`config.mk`:
```
export PLATFORM = sky130hd
export DESIGN_NAME = tdm_demux16
export DESIGN_NICKNAME = d
export VERILOG_FILES = /design/src/rtl/tdm_demux16.sv
export SDC_FILE = /design/constraint.sdc
export NUM_CORES = 1
export LEC_CHECK = 0
export ABC_AREA = 1
export CORE_MARGIN = 10
export CORE_UTILIZATION = 57
export CTS_CLUSTER_SIZE = 20
export DETAILED_ROUTE_END_ITERATION = 12
export PLACE_DENSITY = 0.94
export SLEW_MARGIN = 20
export SYNTH_ARGS = -nofsm -noshare
export SYNTH_HDL_FRONTEND = slang
export SYNTH_SLANG_ARGS = --single-unit
```
`constraint.sdc`:
```
create_clock -name clk -period 4.3 [get_ports clk]
set_clock_uncertainty 0.2 [all_clocks]
set_input_delay 0.43 -clock clk [delete_from_list [all_inputs] [get_ports clk]]
set_output_delay 0.43 -clock clk [all_outputs]
set_load 0.01 [all_outputs]
```
`src/rtl/tdm_demux16.sv`:
```
// Receive-side 1:16 TDM demultiplexer: steers framed serial slots into shadow registers
// and publishes whole frames on q. Optional even-parity beat enabled by TDM_DEMUX_PARITY_EN.
module tdm_demux16 #(
  parameter int WIDTH = 1
) (
  input  logic                  clk,
  input  logic                  rst_n,
  input  logic                  en,
  input  logic                  sync,
  input  logic [WIDTH-1:0]      din,
  output logic [16*WIDTH-1:0]   q,
  output logic                  frame_valid,
  output logic [3:0]            slot,
  output logic                  locked,
  output logic                  sync_err,
  output logic                  par_err
);

  typedef enum logic {
    HUNT = 1'b0,
    RECV = 1'b1
  } state_t;

`ifdef TDM_DEMUX_PARITY_EN
  // Slot 15 must be held until the parity beat has been checked.
  localparam int NSHADOW = 16;
`else
  // Slot 15 goes straight from din into q, so it needs no shadow entry.
  localparam int NSHADOW = 15;
`endif

  state_t                    state_q, state_d;
  logic [3:0]                slot_q, slot_d;
  logic [WIDTH-1:0]          shadow [NSHADOW];
  logic [NSHADOW*WIDTH-1:0]  shadow_flat;
  logic [16*WIDTH-1:0]       frame_word;
  logic [16*WIDTH-1:0]       q_q;
  logic                      frame_valid_q, sync_err_q;
  logic                      shadow_we;
  logic [3:0]                shadow_idx;
  logic                      publish, sync_err_d;
`ifdef TDM_DEMUX_PARITY_EN
  logic                      par_phase_q, par_phase_d;
  logic                      par_err_q, par_err_d;
`endif

  always_comb begin
    shadow_flat = '0;
    for (int k = 0; k < NSHADOW; k++) begin
      shadow_flat[k*WIDTH +: WIDTH] = shadow[k];
    end
  end

`ifdef TDM_DEMUX_PARITY_EN
  assign frame_word = shadow_flat;
`else
  assign frame_word = {din, shadow_flat};
`endif

  // Next-state and per-beat decisions.
  // NOTE: every variable gets a default at the top so no path leaves it unassigned,
  // which would otherwise infer a latch.
  always_comb begin
    state_d    = state_q;
    slot_d     = slot_q;
    shadow_we  = 1'b0;
    shadow_idx = slot_q;
    publish    = 1'b0;
    sync_err_d = 1'b0;
`ifdef TDM_DEMUX_PARITY_EN
    par_phase_d = par_phase_q;
    par_err_d   = 1'b0;
`endif

    if (en) begin
      unique case (state_q)
        HUNT: begin
          if (sync) begin
            shadow_we  = 1'b1;
            shadow_idx = 4'd0;
            slot_d     = 4'd1;
            state_d    = RECV;
          end
        end

        RECV: begin
`ifdef TDM_DEMUX_PARITY_EN
          if (par_phase_q) begin
            par_phase_d = 1'b0;
            if (sync) begin
              // Sync on the parity beat restarts the frame from this beat.
              sync_err_d = 1'b1;
              shadow_we  = 1'b1;
              shadow_idx = 4'd0;
              slot_d     = 4'd1;
            end else begin
              slot_d = 4'd0;
              if (din[0] == ^shadow_flat) publish   = 1'b1;
              else                        par_err_d = 1'b1;
            end
          end else
`endif
          if (sync) begin
            // Mid-frame sync discards the partial frame and starts over here.
            sync_err_d = (slot_q != 4'd0);
            shadow_we  = 1'b1;
            shadow_idx = 4'd0;
            slot_d     = 4'd1;
          end else if (slot_q == 4'd0) begin
            sync_err_d = 1'b1;
            slot_d     = 4'd0;
            state_d    = HUNT;
          end else if (slot_q == 4'd15) begin
`ifdef TDM_DEMUX_PARITY_EN
            shadow_we   = 1'b1;
            par_phase_d = 1'b1;
`else
            publish = 1'b1;
            slot_d  = 4'd0;
`endif
          end else begin
            shadow_we = 1'b1;
            slot_d    = slot_q + 4'd1;
          end
        end

        default: state_d = HUNT;
      endcase
    end
  end

  // NOTE: sequential state uses non-blocking assignments only, so every flop
  // samples the pre-edge values regardless of statement order.
  always_ff @(posedge clk or negedge rst_n) begin
    if (!rst_n) begin
      state_q       <= HUNT;
      slot_q        <= 4'd0;
      q_q           <= '0;
      frame_valid_q <= 1'b0;
      sync_err_q    <= 1'b0;
`ifdef TDM_DEMUX_PARITY_EN
      par_phase_q   <= 1'b0;
      par_err_q     <= 1'b0;
`endif
    end else begin
      state_q       <= state_d;
      slot_q        <= slot_d;
      frame_valid_q <= publish;
      sync_err_q    <= sync_err_d;
      if (publish) q_q <= frame_word;
`ifdef TDM_DEMUX_PARITY_EN
      par_phase_q   <= par_phase_d;
      par_err_q     <= par_err_d;
`endif
    end
  end

  // NOTE: the shadow bank is reset explicitly so a half-received frame never
  // survives reset; this keeps it in flops rather than a RAM macro.
  always_ff @(posedge clk or negedge rst_n) begin
    if (!rst_n) begin
      for (int k = 0; k < NSHADOW; k++) shadow[k] <= '0;
    end else if (shadow_we) begin
      shadow[shadow_idx] <= din;
    end
  end

  assign q           = q_q;
  assign frame_valid = frame_valid_q;
  assign slot        = slot_q;
  assign locked      = (state_q == RECV);
  assign sync_err    = sync_err_q;
`ifdef TDM_DEMUX_PARITY_EN
  assign par_err     = par_err_q;
`else
  assign par_err     = 1'b0;
`endif

endmodule

```
==> impl_results.md <==
* # fillers at about 260
* Chip width at about 77 um
* Clk sinks at 38
* Critical path depth at 1
* Ys Warns at 0
* Worst-margin pin slew at 0.539 ns
* Tightest Hold Check Type: reg2reg
* Final TNS setup at 0 ns
* Latest clock arrival within the worst-skew pair at 0.34 ns
* Final net count at 258
* Slowest CP cell: clkdlybuf4s50_1
* RSZ-0062 raised after global routing: false
* Gr usage total at between 10% and 20%
* H-tree levels at 2
* Total gr overflow at 0
* Fin. Hold Viols at 0
* RR Startpoint: slot[1]$_DFFE_PN0P_
* Share of post-route cells with drive strength above 1 at under 10%
* Pleak at around 1.1 nW
* Crit path arrival time at 1.52 ns
* Final worst-path cycle share at 50.1%
* Ant. Diodes at 0
* Initial core utilization at 59.8%
* Antenna violations before repair at 0
* Crit path largest cell delay at 0.62 ns
* Outcome: finished, final reports clean
* Num CTS Buffers at 5
* Routed wire per std cell at 11.6 um
* Hold path startpoint: frame_word[11]$_DFFE_PN0P_
* Vias per cell at approximately 5
* CTS tree: yes
* Post-synth top area share at 52.1%
* CP max FO at 11
* Seq cells post-synth at 38
* Post-synth ARST share at 100%
* CP Capture Type: output port
* Slew HR at 64.0%
* Synth area leaders: dfrtp_1 (52%), nand2_1 (21%), nand3_1 (6.6%), nor2_1 (3.5%), buf_6 (2.5%)
* PD cells at 416 nW/um2
* Syn Inst Count at 226
* Max-Cap Viols at 0
* Post-synth top cells: nand2_1 (104), dfrtp_1 (38), nand3_1 (24), nor2_1 (17), inv_1 (10)
* Syn avg cell area at 8.08 um2
* Post-CTS resize count at 0
* CP Cell Sequence: clkdlybuf4s50_1
* Reg clk slew, reported paths at around 0.11 ns
* Post-synthesis sequential area ratio at a little over half
* CP Buf/Inv Count at 1
* Final setup vio count at 0
* DRC at 0
* Root buffer cell: clkbuf_4
* Syn Nets at 234
* Most common cell in the netlist: nand2_1
* Final hold slack at 0.272 ns
* Vias at 1437
* Pre-Repair DR Iteration Count at 4
* Hold Path Cell Cnt at 2
* Critical path startpoint: slot[2]$_DFFE_PN0P_
* Cell area after synthesis at about 1800 um2
* Peak supply drop at 0.000349 V
* DIE AREA at 5870 um2
* Gpl congestion at 0.850
* First-pass GRT wire length at ~5900 um
* CTS Hold Buffers Added at 0
* Number of global-route vias before repair at 1318
* Post-synth top area cell: dfrtp_1
* Initial DRC count at 63
* Minimum clock period at between 2 and 2.5 ns
* Post-synth top flop: dfrtp_1
* Post-DP HPWL at 2450 um
* Slew Limit Fails at 0
* Die height at 76.6 um
* Total setup buffers inserted after CTS at 0
* P&R area growth vs syn at 16.0%
* CORE AREA at 3050 um2
* Fmax at 464 MHz
* Post-synth EDFFs at 0
* WP data required at 3.67 ns
* PortBufs at 27
* CTS max path bufs at 2
* Total Wirelength at 3410 um
* Standard-cell rows at 20
* Largest delay contributor family on the critical path: buffers and inverters
* Type of origin of the critical path: register
* Crit Path Class: reg2out
* Largest net degree at the start of global routing at 39
* Post-synthesis cell type count at 21
* Detail Route Antenna Nets at 0
* FF-to-FF path depth at 8
* IO Pins at 29
==> per-stage QoR <==
stage	setup WS, ns	util [%]	std cells	cell area (um2)	power, mW
2_1_floorplan	2.70	-	226	1830	0.647
3_3_place_gp	2.21	67.8	287	2070	0.709
3_5_place_dp	2.11	67.8	287	2070	0.721
4_1_cts	2.13	69.3	294	2120	0.889
5_1_grt	2.08	69.3	294	2120	0.944
6_report	2.15	69.3	294	2120	0.882
==> power by group <==
| part | switching, mW | total, mW | leakage [nW] | internal (mW) |
|---|---|---|---|---|
| registers | 0.0495 | 0.453 | 0.518 | 0.404 |
| logic | 0.162 | 0.262 | 0.564 | 0.100 |
| clock network | 0.107 | 0.166 | 0.0308 | 0.0588 |
| total | 0.319 | 0.882 | 1.11 | 0.563 |
==> path summary, 6_finish.rpt <==
check,endpoint,slack [ns]
max in group asynchronous,frame_word[4]$_DFFE_PN0P_,3.27
min in group asynchronous,sync_err$_DFF_PN0_,0.30
hold reg to reg,q[11]$_DFFE_PN0P_,0.27
setup / recovery,slot[2],2.15
setup reg to reg,frame_word[2]$_DFFE_PN0P_,2.38
hold / removal,q[11]$_DFFE_PN0P_,0.27
==> cells by family (layout without fill, tap and decap cells) <==
kind of cell | after synthesis | in the layout | share of synthesized area (%)
AND/OR/NAND/NOR | 155 | 155 | 36.3
XOR/XNOR | 1 | 1 | 0.480
flip-flops | 38 | 38 | 52.1
other | 1 | 1 | 0.205
AO/OA/AOI/OAI | 6 | 6 | 1.65
adder cells (fa/ha/maj) | 3 | 3 | 2.06
buffers and inverters | 22 | 46 | 7.20
==> registers in the layout, indices dropped and copies added (netlist names) <==
name	flops
sync_err	1
frame_word	15
q	16
frame_valid	1
locked	1
slot	4
==> area by class of cell <==
class / count / area [um2] / share of cell area [%]
Sequential cell: 38 / 951 / 44.9
Timing Repair Buffer: 28 / 278 / 13.1
Tap cell: 44 / 55.1 / 2.60
Clock buffer: 5 / 37.5 / 1.77
Multi-Input combinational cell: 166 / 743 / 35.1
Inverter: 11 / 42.5 / 2.01
Clock inverter: 2 / 10.0 / 0.473
==> placed cells by master (no fill, tap or decap) <==
cell,count
a21oi_1,2
xor2_1,1
nand3_2,1
nand4_1,1
ha_1,3
o21ai_0,4
nor2_1,17
inv_1,10
buf_4,1
nor2_4,1
nand2_1,104
nand3_1,24
nand4_4,1
nand3b_1,2
nand2_2,4
clkdlybuf4s50_1,27
clkbuf_4,5
clkinv_2,3
conb_1,1
dfrtp_1,38
==> metal layers <==
layer | up-vias | part of all wire, % | GRT usage [%]
met3 | 7 | 6.8 | 4.83
met2 | 35 | 46 | 19.6
met4 | 0 | 3.0 | 6.51
li1 | 749 | - | -
met1 | 646 | 44 | 13.5
met5 | - | 0 | 0
No activity file was read; power rests on OpenSTA's default activity.
